==> src/rtl/fp_pkg.sv <==
// Shared widths, constants and types for the floating-point add/sub normalizer.
package fp_pkg;

  localparam int unsigned SIZE_DATA = 28;
  localparam int unsigned SIZE_EXP  = 8;

  localparam logic [SIZE_EXP-1:0] EXP_MAX = 8'hFF;

  typedef enum logic [1:0] {
    IDLE  = 2'd0,
    SHIFT = 2'd1,
    DONE  = 2'd2
  } norm_state_e;

  // Result payload presented to the rounding stage
  typedef struct packed {
    logic [SIZE_DATA-1:0] mant;
    logic [SIZE_EXP-1:0]  exp;
    logic                 zero;
    logic                 underflow;
    logic                 overflow;
  } norm_res_t;

endpackage : fp_pkg

==> src/rtl/mant_norm_seq_if.sv <==
// Operand/result handshake bundle between the mantissa adder, normalizer and rounder.
interface mant_norm_seq_if;
  import fp_pkg::*;

  logic                 i_valid;
  logic                 o_ready;
  logic                 i_carry;
  logic [SIZE_DATA-1:0] i_sum;
  logic [SIZE_EXP-1:0]  i_exp;
  logic                 o_valid;
  logic                 i_ready;
  logic [SIZE_DATA-1:0] o_mant;
  logic [SIZE_EXP-1:0]  o_exp;
  logic                 o_zero;
  logic                 o_underflow;
  logic                 o_overflow;

  modport slave (
    input  i_valid, i_carry, i_sum, i_exp, i_ready,
    output o_ready, o_valid, o_mant, o_exp, o_zero, o_underflow, o_overflow
  );

  modport master (
    output i_valid, i_carry, i_sum, i_exp, i_ready,
    input  o_ready, o_valid, o_mant, o_exp, o_zero, o_underflow, o_overflow
  );

endinterface : mant_norm_seq_if

==> src/rtl/mant_norm_seq.sv <==
// Iterative mantissa normalizer: one-step right shift on carry overflow,
// one left shift per cycle on cancellation, bounded by the denormal boundary.
module mant_norm_seq
  import fp_pkg::*;
(
  input  logic             i_clk,
  input  logic             i_rst_n,
  mant_norm_seq_if.slave   bus
);

  norm_state_e          state_q, state_d;
  norm_res_t            res_q, res_d;
  logic                 ready_q, ready_d;
  logic                 valid_q, valid_d;
  logic [SIZE_EXP-1:0]  exp_inc;

  assign exp_inc = SIZE_EXP'(bus.i_exp + SIZE_EXP'(1));

  // Next-state and datapath
  always_comb begin
    state_d = state_q;
    res_d   = res_q;

    case (state_q)
      IDLE: begin
        if (bus.i_valid) begin
          res_d   = '0;
          state_d = DONE;
          if (bus.i_exp == EXP_MAX) begin
            res_d.mant = bus.i_sum;
            res_d.exp  = bus.i_exp;
          end else if (bus.i_carry) begin
            res_d.exp = exp_inc;
            if (exp_inc == EXP_MAX) begin
              res_d.overflow = 1'b1;
            end else begin
              res_d.mant = {1'b1, bus.i_sum[SIZE_DATA-1:2], bus.i_sum[1] | bus.i_sum[0]};
            end
          end else if (bus.i_sum == '0) begin
            res_d.zero = 1'b1;
          end else if (bus.i_exp == '0) begin
            res_d.mant = bus.i_sum;
          end else begin
            res_d.mant = bus.i_sum;
            res_d.exp  = bus.i_exp;
            state_d    = SHIFT;
          end
        end
      end

      SHIFT: begin
        if (res_q.mant[SIZE_DATA-1]) begin
          state_d = DONE;
        end else if (res_q.exp == SIZE_EXP'(1)) begin
          // Hit the denormal boundary: stop without shifting further
          res_d.exp       = '0;
          res_d.underflow = 1'b1;
          state_d         = DONE;
        end else begin
          res_d.mant = {res_q.mant[SIZE_DATA-2:0], 1'b0};
          res_d.exp  = SIZE_EXP'(res_q.exp - SIZE_EXP'(1));
        end
      end

      DONE: begin
        if (bus.i_ready) begin
          state_d = IDLE;
        end
      end

      default: begin
        state_d = IDLE;
      end
    endcase

    ready_d = (state_d == IDLE);
    valid_d = (state_d == DONE);
  end

  // FSM and datapath registers
  always_ff @(posedge i_clk or negedge i_rst_n) begin
    if (!i_rst_n) begin
      state_q <= IDLE;
      res_q   <= '0;
      ready_q <= 1'b1;
      valid_q <= 1'b0;
    end else begin
      state_q <= state_d;
      res_q   <= res_d;
      ready_q <= ready_d;
      valid_q <= valid_d;
    end
  end

  assign bus.o_ready     = ready_q;
  assign bus.o_valid     = valid_q;
  assign bus.o_mant      = res_q.mant;
  assign bus.o_exp       = res_q.exp;
  assign bus.o_zero      = res_q.zero;
  assign bus.o_underflow = res_q.underflow;
  assign bus.o_overflow  = res_q.overflow;

endmodule : mant_norm_seq

==> src/flat_wrapper.sv <==
// flat-port wrapper written by rule: the top's interface ports become plain ports
module mant_norm_seq_flat import fp_pkg::*;
  (i_clk, i_rst_n, bus_i_valid, bus_i_carry, bus_i_sum, bus_i_exp, bus_i_ready, bus_o_ready, bus_o_valid, bus_o_mant, bus_o_exp, bus_o_zero, bus_o_underflow, bus_o_overflow);
  mant_norm_seq_if bus_i ();
  input  logic i_clk;
  input  logic i_rst_n;
  input wire logic [$bits(bus_i.i_valid)-1:0] bus_i_valid;
  input wire logic [$bits(bus_i.i_carry)-1:0] bus_i_carry;
  input wire logic [$bits(bus_i.i_sum)-1:0] bus_i_sum;
  input wire logic [$bits(bus_i.i_exp)-1:0] bus_i_exp;
  input wire logic [$bits(bus_i.i_ready)-1:0] bus_i_ready;
  output wire logic [$bits(bus_i.o_ready)-1:0] bus_o_ready;
  output wire logic [$bits(bus_i.o_valid)-1:0] bus_o_valid;
  output wire logic [$bits(bus_i.o_mant)-1:0] bus_o_mant;
  output wire logic [$bits(bus_i.o_exp)-1:0] bus_o_exp;
  output wire logic [$bits(bus_i.o_zero)-1:0] bus_o_zero;
  output wire logic [$bits(bus_i.o_underflow)-1:0] bus_o_underflow;
  output wire logic [$bits(bus_i.o_overflow)-1:0] bus_o_overflow;
  assign bus_i.i_valid = bus_i_valid;
  assign bus_i.i_carry = bus_i_carry;
  assign bus_i.i_sum = bus_i_sum;
  assign bus_i.i_exp = bus_i_exp;
  assign bus_i.i_ready = bus_i_ready;
  assign bus_o_ready = bus_i.o_ready;
  assign bus_o_valid = bus_i.o_valid;
  assign bus_o_mant = bus_i.o_mant;
  assign bus_o_exp = bus_i.o_exp;
  assign bus_o_zero = bus_i.o_zero;
  assign bus_o_underflow = bus_i.o_underflow;
  assign bus_o_overflow = bus_i.o_overflow;
  mant_norm_seq u_core (.i_clk(i_clk), .i_rst_n(i_rst_n), .bus(bus_i));
endmodule
==> config.mk <==
export PLATFORM = sky130hd
export DESIGN_NAME = mant_norm_seq_flat
export DESIGN_NICKNAME = d
export VERILOG_FILES = /design/src/rtl/fp_pkg.sv /design/src/rtl/mant_norm_seq_if.sv /design/src/rtl/mant_norm_seq.sv /design/src/flat_wrapper.sv
export SDC_FILE = /design/constraint.sdc
export NUM_CORES = 1
export LEC_CHECK = 0
export ABC_AREA = 1
export BUFFER_PORTS_ARGS = -buffer_cell sky130_fd_sc_hd__buf_2
export CAP_MARGIN = 20
export CELL_PAD_IN_SITES_DETAIL_PLACEMENT = 1
export CELL_PAD_IN_SITES_GLOBAL_PLACEMENT = 1
export CORE_MARGIN = 1.5
export CORE_UTILIZATION = 39
export DETAILED_ROUTE_END_ITERATION = 12
export GPL_TIMING_DRIVEN = 0
export PLACE_DENSITY = 0.9
export SETUP_SLACK_MARGIN = 0.02
export SLEW_MARGIN = 20
export SYNTH_ARGS = -nofsm -noshare
export SYNTH_HDL_FRONTEND = slang
export SYNTH_SLANG_ARGS = --single-unit
==> constraint.sdc <==
create_clock -name i_clk -period 3.65 [get_ports i_clk]
set_input_delay 0 -clock i_clk [delete_from_list [all_inputs] [get_ports i_clk]]
set_output_delay 0 -clock i_clk [all_outputs]
set_load 0.1 [all_outputs]
==> impl_metrics.py, run 1 <==
metrics = {
    "outcome": {
        "status": "completed",
    },
    "timing": {
        "hold_viol": 0,
        "fmax_mhz": 511,
        "post-route-min-period_ps": 1960,
        "clock_skew_ps": 11.0,
        "rsz0062_at_grt": "no",
        "holdWs_ps": 26.7,
        "slew_headroom_pct": 61.0,
        "slew_viol_final": 0,
        "period_share_pct": 53.6,
        "final-setup-viol-count": 0,
        "tns_ps": 0,
        "worst-slew-pin-transition_ps": 585,
    },
    "worst_setup_path": {
        "crit_type": "reg2reg",
        "critical_path_buf_inv_count": 2,
        "critPathRequiredTime_ps": 3850,
        "worstSetupEndpointType": "register",
        "cp_cell_sequence": "nor2_1, nand2_1, nor2_1, nor2_1, nand2_1, inv_2, buf_2, nand2_1, nand3_1",
        "crit_path_max_incr_delay_ps": 430,
        "cp_slowest_cell": "dfrtp_1",
        "crit_family": "simple AND/OR/NAND/NOR gates",
        "cp_max_fo": 10,
        "worstSetupStartpointType": "register",
        "crit_arrival_ps": 2150,
    },
    "routing": {
        "wl_um": 9540,
        "dr.first_iter.drc_count": 108,
        "via_per_inst": 5.08,
        "route.detailed.drc": 0,
        "vias": 3312,
        "postRouteAntennaNets": 0,
        "wl_per_cell_um": 14.6,
        "firstDrtPassIters": 4,
    },
    "global_routing": {
        "grt_pass1_vias": 3431,
        "antenna_found_initial": 0,
        "grt_usage_pct": 24.0,
        "grt_pass1_wl_um": 15900,
        "grt_remaining_overflow": 0,
        "grt_max_degree": 44,
    },
    "cells_and_area": {
        "final_cell_mix": "202 x nand2_1, 87 x buf_2, 53 x nand3_1",
        "final_layout_size_suffix_gt1_share_pct": 22.8,
        "diodes": 0,
        "syn_to_final_growth_pct": 22.3,
        "fin_nets": 598,
        "mostFrequentLayoutCell": "nand2_1",
        "instances_no_fill": 652,
    },
    "logic_synthesis": {
        "synth_ff_type": "dfrtp_1",
        "synthArstFlopShare_pct": 100,
        "synth-edff-count": 0,
        "yosys_register_bits": 43,
        "synth_area_um2": 2980,
        "syn_avg_cell_area_um2": 6.45,
        "syn_nets": 508,
        "yosysSeqAreaShare_pct": 36.1,
        "yosysWarnings": 0,
        "syn_inst": 462,
        "synth_cell_types": 26,
    },
    "floorplanning": {
        "core_area_um2": 7330,
        "boundaryPins": 82,
        "die_x_um": 90.4,
        "die_y_um": 90.4,
        "row_count": 31,
        "dieArea_um2": 8180,
        "start_util_pct": 40.7,
    },
    "clock_tree": {
        "h-tree-depth": 2,
        "path_clk_slew_ps": 90,
        "postCtsHoldBufs": 2,
        "clock_path_buffers": 2,
        "cts_buffers": 5,
        "cts_tree": "done",
        "clk_latency_ps": 310,
        "cts_setup_buffers": 0,
        "cts_resized": 0,
        "root_buffer": "clkbuf_8",
        "clock_sink_count": 43,
    },
    "placement": {
        "place.gp.congestion": 0.842,
        "hpwl_um": 7490,
        "placement.io_buffers": 81,
        "dp.cells": 642,
    },
    "hold_path": {
        "min_path_type": "in2reg",
    },
    "flow_run": {
        "drv_cap": 0,
    },
}
-- area by class of cell --
class                           count  area [um^2]
Clock buffer                        5         68.8
Inverter                           33          124
Timing Repair Buffer               83          428
Fill cell                        1025         3680
Sequential cell                    43         1080
Multi-Input combinational cell    369         1670
Clock inverter                      3         43.8
Tap cell                           99          124
Buffer                             17          106
-- kinds of logic (layout without fill, tap and decap cells) --
family / Yosys count / count (layout) / synth area share [%]
AND/OR/NAND/NOR: 330 / 330 / 47.5
buffers and inverters: 50 / 141 / 7.72
flip-flops: 43 / 43 / 36.1
AO/OA/AOI/OAI: 32 / 32 / 5.92
adder cells (fa/ha/maj): 5 / 5 / 2.10
XOR/XNOR: 2 / 2 / 0.588
-- layer usage --
metal / track usage (%) / vias up / share of wire, %
met3: 3.87 / 13 / 4.6
met1: 29.3 / 1573 / 44
li1: - / 1642 / -
met4: 7.94 / 0 / 1.6
met2: 42.7 / 84 / 50
met5: 0 / - / 0
-- metrics by stage --
stage | worst slack (ps) | util [%] | instance area [um^2]
5_1_grt | 1460 | 49.7 | 3650
6_report | 1690 | 49.7 | 3650
3_3_place_gp | 1710 | 47.9 | 3510
2_1_floorplan | 1320 | - | 2980
4_1_cts | 1670 | 49.7 | 3640
3_5_place_dp | 1670 | 47.9 | 3510
-- registers in the layout (all words and copies together), names as in the netlist --
signal / count
u_core.bus.o_mant: 28
u_core.bus.o_exp: 8
u_core.state_q: 2
u_core.bus.o_overflow: 1
u_core.bus.o_ready: 1
u_core.bus.o_underflow: 1
u_core.bus.o_valid: 1
u_core.bus.o_zero: 1
-- worst paths after layout --
kind / startpoint / to / slack (ps) / cells after the start
max: u_core.bus.o_exp[3] / u_core.bus.o_mant[7] / 1690 / 9
min: bus_i_sum[0] / u_core.bus.o_mant[0] / 30 / 5
max reg2reg: u_core.bus.o_exp[3] / u_core.bus.o_mant[7] / 1690 / 9
min reg2reg: u_core.bus.o_mant[25] / u_core.bus.o_mant[26] / 510 / 2
max in group asynchronous: i_rst_n / u_core.bus.o_mant[18] / 3000 / 2
min in group asynchronous: i_rst_n / u_core.bus.o_exp[5] / 250 / 2
-- worst register-to-register path, delay by kind of cell (launching register included) --
family	cells	cell delay [ps]
simple gates	7	1020
flops	1	430
buf+inv	2	400
-- Yosys cell counts (5+ instances only) --
cell	n	share of area, %
ha_1	5	2.1
nor2_1	49	6.2
nand2_1	202	25
o21ai_0	13	2.2
nand3_2	13	4.4
nand2_2	5	1.0
inv_1	31	3.9
a21oi_1	13	2.2
nand3_1	53	8.9
buf_2	7	1.2
buf_4	5	1.3
dfrtp_1	42	35
Power of run 1 is not shown: default switching activity piles up to over one toggle a cycle in this logic, so the estimate is an artifact.
==> run 2: changes to the inputs <==
Settings changed: ABC_AREA 1 to 0, CORE_UTILIZATION 39 to 34, PLACE_DENSITY 0.9 to 0.8.
Clock period 3.65 ns to 1.6 ns, I/O delays scaled along.
==> run 2 against run 1 <==
The flow now finishes with violations (negative setup slack). Via count is 3.9% lower. Sequential share of layout area is 2.2 points lower. Synthesized area is 8.3% lower. Clock-buffer cell count is 1 higher. Die area is 5.0% higher. Maximum frequency is 3.9% lower. Clock skew is 3.2 ps lower. Final cell count is 17% lower. Cell area is 10% higher. Utilization is 1.9 points higher. Critical path type unchanged.
==> impl_metrics.py, run 2 <==
metrics = {
    "cells_and_area": {
        "diodes": 0,
        "final_cell_mix": "81 x buf_2, 61 x nand2_1, 32 x dfrtp_1",
        "finish.utilization_pct": 51.6,
        "n_fill_cell": 938,
        "final_area_um2": 4010,
        "largest_reg_flops": 28,
        "mostFrequentLayoutCell": "buf_2",
        "final_layout_size_suffix_gt1_share_pct": 38.4,
        "syn_to_final_growth_pct": 46.6,
        "fin_nets": 485,
    },
    "floorplanning": {
        "die_y_um": 92.7,
        "core_area_um2": 7770,
        "dieArea_um2": 8590,
        "row_count": 32,
        "start_util_pct": 35.2,
        "boundaryPins": 82,
        "die_x_um": 92.7,
    },
    "routing": {
        "vias": 3183,
        "route.detailed.drc": 0,
        "dr.first_iter.drc_count": 203,
        "via_per_inst": 5.87,
        "wl_per_cell_um": 21.0,
        "postRouteAntennaNets": 0,
        "wl_um": 11400,
        "firstDrtPassIters": 4,
    },
    "logic_synthesis": {
        "syn_inst": 308,
        "syn_nets": 354,
        "synthArstFlopShare_pct": 100,
        "synth_most_common_cell": "nand2_1",
        "synth_top_cell_by_area": "dfrtp_1",
        "synth_common_cells": "68 x nand2_1, 42 x dfrtp_1, 30 x o21ai_0",
        "synth_top_area_share_pct": 38.4,
        "yosys_register_bits": 43,
        "synth_cell_types": 53,
        "yosysSeqAreaShare_pct": 39.4,
        "syn_avg_cell_area_um2": 8.88,
        "yosys-top-cells-area": "dfrtp_1 38%, nand2_1 9.3%, a221o_1 9.1%",
        "yosysWarnings": 0,
        "synth_ff_type": "dfrtp_1",
        "synth_area_um2": 2740,
        "synth-edff-count": 0,
    },
    "global_routing": {
        "grt_usage_pct": 25.7,
        "grt_pass1_vias": 3300,
        "antenna_found_initial": 0,
        "grt_max_degree": 44,
        "grt_pass1_wl_um": 17200,
        "grt_remaining_overflow": 0,
    },
    "timing": {
        "hold_viol": 0,
        "slew_headroom_pct": 63.6,
        "rsz0062_at_grt": "yes",
        "fin_ws_ps": -437,
        "final-setup-viol-count": 38,
        "period_share_pct": 127,
        "post-route-min-period_ps": 2040,
        "fmax_mhz": 491,
        "clock_skew_ps": 7.87,
        "holdWs_ps": 20.3,
        "worst-slew-pin-transition_ps": 544,
        "slew_viol_final": 0,
        "tns_ps": -13590,
    },
    "worst_setup_path": {
        "worstSetupStartpointType": "register",
        "critPathRequiredTime_ps": 1790,
        "cp_max_fo": 10,
        "crit_type": "reg2reg",
        "crit_arrival_ps": 2230,
        "worstSetupEndpointType": "register",
    },
    "clock_tree": {
        "path_clk_slew_ps": 90,
        "cts_tree": "done",
        "clk_latency_ps": 310,
        "root_buffer": "clkbuf_8",
        "clock_sink_count": 43,
        "cts_buffers": 5,
        "h-tree-depth": 2,
        "clock_path_buffers": 2,
    },
    "placement": {
        "hpwl_um": 6810,
        "placement.io_buffers": 77,
        "place.gp.congestion": 0.838,
        "placed_area_um2": 3310,
    },
    "outcome": {
        "violations": "negative setup slack",
        "status": "finished with violations",
    },
    "hold_path": {
        "min_path_type": "in2reg",
    },
    "flow_run": {
        "drv_cap": 0,
    },
}
-- run 2: worst paths after layout --
path | start | endpoint | slack, ps | cells after the start
max in group asynchronous | i_rst_n | u_core.bus.o_ready | 840 | 3
max | u_core.bus.o_exp[3] | u_core.bus.o_mant[14] | -440 | 7
min reg2reg | u_core.bus.o_underflow | u_core.bus.o_underflow | 520 | 2
min | bus_i_exp[4] | u_core.bus.o_exp[4] | 20 | 2
min in group asynchronous | i_rst_n | u_core.bus.o_exp[3] | 170 | 2
max reg2reg | u_core.bus.o_exp[3] | u_core.bus.o_mant[14] | -440 | 7
-- run 2: cell type report --
class,instances,area (um^2),area share (%)
clock buffers,6,72.6,1.81
multi-input cells,235,1620,40.4
well taps,102,128,3.18
repair buffers,126,867,21.6
flip-flops and latches,43,1100,27.4
plain buffers,20,180,4.49
inverters,8,32.5,0.811
clock inverters,2,12.5,0.312
-- run 2: timing repair --
item                                    in CTS  in global routing
pin swaps                                    5                  3
setup buffers                               10                  6
endpoints found under the setup margin      42                 41
hold endpoints to repair                    74                  0
resized for setup                           37                 15
cloned                                       1                  0
hold buffers                                31                  0
-- run 2: cells by family after synthesis --
family	synth area share, %
flops	39.4
simple gates	21.0
fa+ha+maj	2.29
buf+inv	5.76
xor+xnor	1.60
compound gates	29.9
-- run 2: metal layers --
metal	vias to the layer above	share of wire, %	global-route usage, %
met3	41	4.7	5.01
met4	0	3.8	11.2
met2	120	49	41.6
met1	1608	43	33.3
met5	-	0	0
li1	1414	-	-
-- run 2: critical path, stage by stage (launching register included) --
cell      delay (ps)
dfrtp_2          470
nor3_2           500
a211oi_4         200
buf_6            190
buf_8            140
nand2_2           90
o21ai_2           60
a221o_1          270
-- run 2: through the flow --
step,worst slack (ps),cells
detailed placement,-623,487
CTS,-353,536
global placement,-598,487
floorplan,-401,308
finish,-437,542
global route,-495,542
Power of run 2 is left out for the same reason.
